==> config.mk <==
export PLATFORM = sky130hd
export DESIGN_NAME = pc_sequencer
export DESIGN_NICKNAME = d
export VERILOG_FILES = /design/src/rtl/y86_pkg.sv /design/src/rtl/pc_predict.sv /design/src/rtl/pc_sequencer.sv
export SDC_FILE = /design/constraint.sdc
export NUM_CORES = 1
export LEC_CHECK = 0
export BUFFER_PORTS_ARGS = -buffer_cell sky130_fd_sc_hd__buf_2
export CORE_AREA = 2 2 144 146
export DETAILED_ROUTE_END_ITERATION = 10
export DIE_AREA = 0 0 146 148
export GPL_TIMING_DRIVEN = 0
export SYNTH_ARGS = -nofsm -noshare
export SYNTH_HDL_FRONTEND = slang
export SYNTH_SLANG_ARGS = --single-unit
==> constraint.sdc <==
create_clock -name clk -period 3.2 [get_ports clk]
set_input_delay 0.32 -clock clk [delete_from_list [all_inputs] [get_ports clk]]
set_output_delay 0.32 -clock clk [all_outputs]
set_load 0.1 [all_outputs]
==> src/rtl/y86_pkg.sv <==
// Shared Y86-64 fetch-side definitions: instruction codes and the PC sequencer state encoding.
package y86_pkg;

    localparam logic [3:0] IHALT = 4'h0;
    localparam logic [3:0] IJXX  = 4'h7;
    localparam logic [3:0] ICALL = 4'h8;
    localparam logic [3:0] IRET  = 4'h9;

    typedef enum logic [1:0] {
        RUN,
        RET_WAIT,
        HALT_PEND,
        HALTED
    } pc_seq_state_t;

endpackage

==> src/rtl/pc_predict.sv <==
// Static next-PC predictor: jumps are predicted taken and calls go to their target;
// everything else falls through.
module pc_predict
    import y86_pkg::*;
(
    input  logic [3:0]  f_icode,
    input  logic [63:0] f_valC,
    input  logic [63:0] f_valP,
    output logic [63:0] pred_next
);

    always_comb begin
        pred_next = f_valP;
        if ((f_icode == IJXX) || (f_icode == ICALL)) begin
            pred_next = f_valC;
        end
    end

endmodule

==> src/rtl/pc_sequencer.sv <==
// Fetch-stage PC controller: selects the fetch PC from the redirect/prediction paths and
// suspends fetch while a ret resolves or a halt is pending.
module pc_sequencer
    import y86_pkg::*;
#(
    parameter logic [63:0] RESET_PC = 64'd0,
    parameter int          CNT_W    = 32
) (
    input  logic             clk,
    input  logic             rst_n,
    input  logic [3:0]       f_icode,
    input  logic [63:0]      f_valC,
    input  logic [63:0]      f_valP,
    input  logic             f_imem_error,
    input  logic             stall,
    input  logic             M_mispred,
    input  logic [63:0]      M_valA,
    input  logic             W_ret,
    input  logic [63:0]      W_valM,
    input  logic             W_halt,
    output logic [63:0]      f_pc,
    output logic             fetch_en,
    output logic             ret_pending,
    output logic             halted,
    output logic [CNT_W-1:0] bubble_cnt
);

    localparam logic [CNT_W-1:0] CNT_ONE = 1;

    pc_seq_state_t state;
    pc_seq_state_t next_state;
    logic [63:0]   pred_pc;
    logic [63:0]   next_pred;
    logic [63:0]   pred_next;
    logic          ret_redirect;
    logic          live;
    logic          bubble_inc;

    pc_predict u_predict (
        .f_icode   (f_icode),
        .f_valC    (f_valC),
        .f_valP    (f_valP),
        .pred_next (pred_next)
    );

    always_ff @(posedge clk) begin
        if (!rst_n) begin
            state      <= RUN;
            pred_pc    <= RESET_PC;
            bubble_cnt <= '0;
        end else begin
            state   <= next_state;
            pred_pc <= next_pred;
            if (bubble_inc && (bubble_cnt != '1)) begin
                bubble_cnt <= bubble_cnt + CNT_ONE;
            end
        end
    end

    always_comb begin
        live         = (state != HALTED);
        ret_redirect = (state == RET_WAIT) && W_ret;

        // A mispredict squashes any in-flight ret, so it wins over the return address.
        f_pc = pred_pc;
        if (live && M_mispred) begin
            f_pc = M_valA;
        end else if (ret_redirect) begin
            f_pc = W_valM;
        end

        fetch_en   = (state == RUN) || (live && (M_mispred || ret_redirect));
        bubble_inc = (state == RET_WAIT) && !W_ret && !M_mispred;

        next_state = state;
        next_pred  = pred_pc;
        if (W_halt) begin
            next_state = HALTED;
        end else if (fetch_en) begin
            if (stall) begin
                // Holding on f_pc keeps a same-cycle redirect target from being lost.
                next_pred  = f_pc;
                next_state = RUN;
            end else begin
                next_pred = pred_next;
                if (f_imem_error || (f_icode == IHALT)) begin
                    next_state = HALT_PEND;
                end else if (f_icode == IRET) begin
                    next_state = RET_WAIT;
                end else begin
                    next_state = RUN;
                end
            end
        end
    end

    assign ret_pending = (state == RET_WAIT);
    assign halted      = (state == HALTED);

endmodule

=== Word-level counts from Yosys, hierarchy flattened ===
Cells that the tools add are included.

* Output and inout bits: 99
* RAM bits: 0
* Bits in latches: 0
* Memory bits (read-only): 0
* Bits in registers: 98
* Memories: 0
* Logic and storage cells: 37
* Input port bits: 267

* Bitwise gates (word level): 1
* Add/sub/neg operators: 1
* Divide/modulo/power cells: 0
* Muxes and demuxes: 9
* Reduce and logical (&&, ||, !) cells: 16
* Shifts and indexed selects: 0
* Multiply operators: 0
* Equality and inequality tests: 7
* Magnitude comparators: 0

{| class="wikitable"
|+ Operators by type and width
! kind !! count
|-
| 64-bit 2-to-1 mux || 4
|-
| 32-bit by 1-bit adder with 32-bit output (second input constant) || 1
|-
| 32-bit != test (second input constant) || 1
|-
| 4-bit == test (second input constant) || 2
|-
| 2-bit 2-to-1 mux || 4
|-
| 1-bit logical AND || 6
|-
| 4-bit by 3-bit == test with 1-bit output (second input constant) || 1
|-
| 4-bit logical NOT || 1
|-
| 1-bit logical OR || 4
|-
| 2-bit by 1-bit == test with 1-bit output (second input constant) || 1
|-
| 2-bit == test (second input constant) || 1
|-
| 1-bit logical NOT || 2
|-
| 2-bit logical NOT || 1
|-
| 2-bit != test (second input constant) || 1
|-
| 2-bit AND reduction || 1
|-
| 2-bit nonzero test || 1
|-
| 1-bit 2-to-1 mux || 1
|-
| 1-bit inverter || 1
|}

=== Depth between registers and ports, before layout ===
* Word-level depth: 7
* Gate-level depth with buffers: 8
* Mapped depth without buffers: 6

=== By module ===
A second synthesis with hierarchy kept.

* Cell total of the unflattened synthesis: 1179
* Area total of the unflattened synthesis: 9108.7 um^2

{| class="wikitable"
|+ Modules (own cells, without submodules)
! module !! instances !! sequential area each (um^2) !! area an instance (um^2) !! cells an instance
|-
| pc_sequencer || 1 || 1961.9 || 5821.8 || 729
|-
| pc_predict || 1 || 0.0 || 3286.9 || 450
|}

=== Least setup slack after synthesis ===
No wires, ideal clock.

* Kind: register to register
* From: register state[1]
* To: register pred_pc[2]
* Path slack: -0.730 ns
* Arrival: 3.851 ns
* Stages on the path, launching flop included: 8
* Clock period less this slack: 3.930 ns
* Required time: 3.121 ns
* Cell sequence: dfxtp_1 nand3b_1 clkbuf_1 buf_1 mux2i_1 o21ai_0 nand2b_1 o211ai_1

* Elaborated cells between the ends (all ways): 12

{| class="wikitable"
|+ RTL lines
! item !! RTL line !! text
|-
| start: declaration || pc_sequencer.sv:30 || <nowiki>pc_seq_state_t state;</nowiki>
|-
| start signal: assignment || pc_sequencer.sv:52 || <nowiki>state <= next_state;</nowiki>
|-
| 2-bit by 1-bit == test with 1-bit output || pc_sequencer.sv:62 || <nowiki>ret_redirect = (state == RET_WAIT) && W_ret;</nowiki>
|-
| 1-bit logical AND || pc_sequencer.sv:62 ||
|-
| 64-bit 2-to-1 mux || pc_sequencer.sv:68 || <nowiki>end else if (ret_redirect) begin</nowiki>
|-
| 64-bit 2-to-1 mux (*) || pc_sequencer.sv:66 || <nowiki>if (live && M_mispred) begin</nowiki>
|-
| net f_pc[2] || pc_sequencer.sv:21 || <nowiki>output logic [63:0] f_pc,</nowiki>
|-
| 64-bit 2-to-1 mux (*) || pc_sequencer.sv:80 || <nowiki>if (stall) begin</nowiki>
|-
| end signal: assignment || pc_sequencer.sv:53 || <nowiki>pred_pc <= next_pred;</nowiki>
|-
| end: declaration || pc_sequencer.sv:32 || <nowiki>logic [63:0] pred_pc;</nowiki>
|}

The timed path passes the listed nets; every way through them passes the cells marked *.
A chain may end at the register's enable or synchronous reset.

=== Worst setup path after layout ===
* From: register state[1]
* To: output port f_pc[20]

* Word-level cells in the longest chain between the ends: 4
* Elaborated cells between the ends (all ways): 6

{| class="wikitable"
|+ RTL lines
! item !! RTL line
|-
| 2-bit by 1-bit == test with 1-bit output || pc_sequencer.sv:62
|-
| 1-bit logical AND || pc_sequencer.sv:62
|-
| 64-bit 2-to-1 mux || pc_sequencer.sv:68
|-
| 64-bit 2-to-1 mux (*) || pc_sequencer.sv:66
|-
| end: declaration || pc_sequencer.sv:21
|}

Mark *: on every way between the ends. The rest lies on a longest branch, timed or not.

==> key figures <==
Run status
  – Status: complete, no violations

Synthesis
  – Most frequent cell after synthesis: nand2_1
  – Yosys reg bits: 98
  – Post-Synth Adder-Cell Area: 0.201%
  – Top cell type's share of synthesized area: 31.5%
  – Netlist cell types: 41
  – Area contributors post-synth: dfxtp_1 (31%), mux2i_1 (21%), nand2_1 (8.7%), o211ai_1 (7.9%), nand2b_1 (6.6%)
  – Avg Inst Size Synth: 7.96 um^2
  – Asr flop ratio synth: 0%
  – Post-synthesis sequential area ratio: 31.5%
  – Post-synthesis compound-gate area fraction: 18.8%
  – Multiplexer share of the synthesized area: 20.9%
  – Xor and xnor area share after synthesis: 0.422%
  – Warnings, synthesis: 0
  – Main synth FF type: dfxtp_1
  – Syn nets: 1051
  – Synth cell count leaders: nand2_1 (144), mux2i_1 (130), dfxtp_1 (98)
  – Post-synthesis simple-gate area fraction: 24.2%
  – Largest family of logic cells by synthesized area: simple AND/OR/NAND/NOR gates
  – Post-synth EDFFs: 0
  – Mapped cell area: 0.00623 mm^2
  – Synth area leader: dfxtp_1
  – Post-Syn Instances: 783

Layout
  – Final Util: 43.7%
  – Nets: 1430
  – FILL cells: 2114
  – Share of cells above drive strength 1: 34.9%
  – Layout area overhead: 40.4%

Route
  – Final wirelength: 26400 um
  – Post-DRT Antenna Nets: 0
  – Initial DRC count: 330
  – Drt wl/cell: 18.3 um
  – TritonRoute pass-1 iters: 5
  – Avg Vias per Cell: 5.09
  – DRC violations left: 0
  – Via count: 7318

STA
  – Period Utilization, post-route: 91.0%
  – Fmax: 0.343 GHz
  – Hold Worst Slack: 0.213 ns
  – Final setup violation count: 0
  – Pin slew with the least headroom to its limit: 0.988 ns
  – Rel. slew slack: 33.9%
  – Post-route minimum period: 2.91 ns
  – Setup slack after layout: 0.288 ns
  – Worst clock skew: 0.00987 ns
  – Unrepaired setup endpoints after global routing: no
  – Max-slew violations: 0
  – Final hold violation count: 0

Power and ir drop
  – Maximum VDD drop: 0.000213 V
  – Power, Total: 0.00380 W
  – Power per cell area: 434 mW/mm^2
  – Leak pwr: 4.00 nW

Flow run
  – Max-capacitance violation count: 0

Setup path
  – Worst r2r src: bubble_cnt[0]$_SDFFE_PN0P_
  – Critical path capture point: f_pc[20]
  – Worst path bufs/invs: 3
  – Critical Path Source Type: flip-flop
  – Crit Path Category: flip-flop to primary output
  – CP top delay family: buffers and inverters
  – CP cell instances: a21boi_0, clkbuf_4, clkbuf_1, nand2_1, o21ai_1, buf_2
  – Reg2reg setup slack: 0.41 ns
  – Levels on crit path: 6
  – Required time of the critical path: 2.88 ns
  – Slowest CP cell: buf_2
  – R2r worst-path depth: 8
  – CP max stage delay: 0.51 ns
  – Critical path origin: state[1]$_SDFFE_PN0P_
  – Critical path fanouts, max: 19
  – Worst path arrival time: 2.59 ns
  – FF-to-FF End: bubble_cnt[1]$_SDFFE_PN0P_
  – CP endpoint kind: primary output

Global routing
  – Global-route wire length before repair: 38900 um
  – Largest net degree at the start of global routing: 20
  – Initial antenna violation count: 4
  – Total gr overflow: 0
  – Vias in the first global route: 6936
  – Total global routing track utilization: 23.1%

Clock network
  – Clk slew on worst S/H paths: 0.07 ns
  – TritonCTS clock tree: done
  – CTS buffer count: 9
  – Deepest clock path buffer count: 2
  – Root buffer cell: clkbuf_16
  – CTS Hold Bufs: 0
  – Clk Latency, worst-skew pair: 0.35 ns
  – H-tree depth: 3
  – CTS sink count: 98

Floorplanning
  – Die Wd: 146 um
  – # rows: 52
  – Die Height: 148 um
  – Initial core utilization: 31.1%
  – Die area: 0.0216 mm^2
  – Boundary Pins: 366
  – Total core area: 0.0200 mm^2

Placed design
  – GPL Wtd Cong: 0.933
  – Port Buffers: 365
  – Setup WS pre-CTS: -0.410 ns
  – Hpwl dp: 20900 um

Min path
  – Worst min path class: primary input to flip-flop
==> metrics by stage <==
step | std cells | area [um^2] | setup TNS, ns
3_5_place_dp | 1418 | 8400 | -3.77
3_3_place_gp | 1418 | 8400 | -5.85
4_1_cts | 1431 | 8700 | 0
6_report | 1438 | 8750 | 0
2_1_floorplan | 783 | 6230 | 0
5_1_grt | 1438 | 8750 | 0
==> metal layers <==
layer	up-vias	track usage, %	share of wire (%)
met4	0	8.11	2.1
met2	302	37.9	47
met1	3384	30.6	44
li1	3598	-	-
met5	-	0	0
met3	34	4.29	6.6
==> power breakdown <==
part,switching [W],internal (W),total [W]
Clock,0.000502,0.000626,0.00113
Combinational,0.00101,0.000343,0.00136
Sequential,0.0000352,0.00128,0.00132
==> cells in the final DEF (no fill, tap or decap), drive strengths merged, types with 11 or more instances in the layout <==
| master | Yosys | routed |
|---|---|---|
| buf | 16 | 384 |
| nand2 | 144 | 144 |
| mux2i | 130 | 130 |
| dfxtp | 98 | 98 |
| o21ai | 76 | 76 |
| nand2b | 66 | 66 |
| o211ai | 66 | 66 |
| clkbuf | 43 | 53 |
| a21oi | 27 | 27 |
| or4 | 20 | 20 |
| o31ai | 16 | 16 |
| nand3 | 11 | 11 |
==> state kept, by name (all words and copies together), names as in the netlist <==
register	count
pred_pc	64
state	2
bubble_cnt	32
==> final cells by class <==
cell class | count | area (um^2) | area share [%]
clock buffer | 11 | 243 | 2.77
tap | 270 | 338 | 3.86
timing repair buffer | 370 | 1870 | 21.3
antenna | 2 | 5.00 | 0.0572
multi-input combinational | 619 | 4020 | 45.9
inverter | 7 | 26.3 | 0.300
clock inverter | 4 | 51.3 | 0.586
buffer | 57 | 238 | 2.72
sequential | 98 | 1960 | 22.4
==> logic make-up (layout without fill, tap and decap cells) <==
| family | after synthesis | after routing |
|---|---|---|
| AO/OA/AOI/OAI | 190 | 190 |
| XOR/XNOR | 3 | 3 |
| adder cells (fa/ha/maj) | 1 | 1 |
| buffers and inverters | 66 | 449 |
| flip-flops | 98 | 98 |
| multiplexers | 130 | 130 |
| other | 0 | 2 |
| AND/OR/NAND/NOR | 295 | 295 |
==> how the worst min path moves through the flow <==
stage / from / to / cells after the start
after floorplan: rst_n / state[1]$_SDFFE_PN0P_ / 1
after global placement: pred_pc[56]$_SDFFE_PN0P_ / pred_pc[56]$_SDFFE_PN0P_ / 2
after detailed placement: pred_pc[59]$_SDFFE_PN0P_ / pred_pc[59]$_SDFFE_PN0P_ / 2
after CTS: W_halt / state[1]$_SDFFE_PN0P_ / 2
after global routing: W_halt / state[1]$_SDFFE_PN0P_ / 2
final: W_halt / state[1]$_SDFFE_PN0P_ / 2
==> repair_timing <==
item	CTS	global route
setup endpoints to repair	60	28
gates resized for setup	9	5
setup buffers	0	5
hold endpoints to repair	0	0
(Power assumes the default switching activity.)
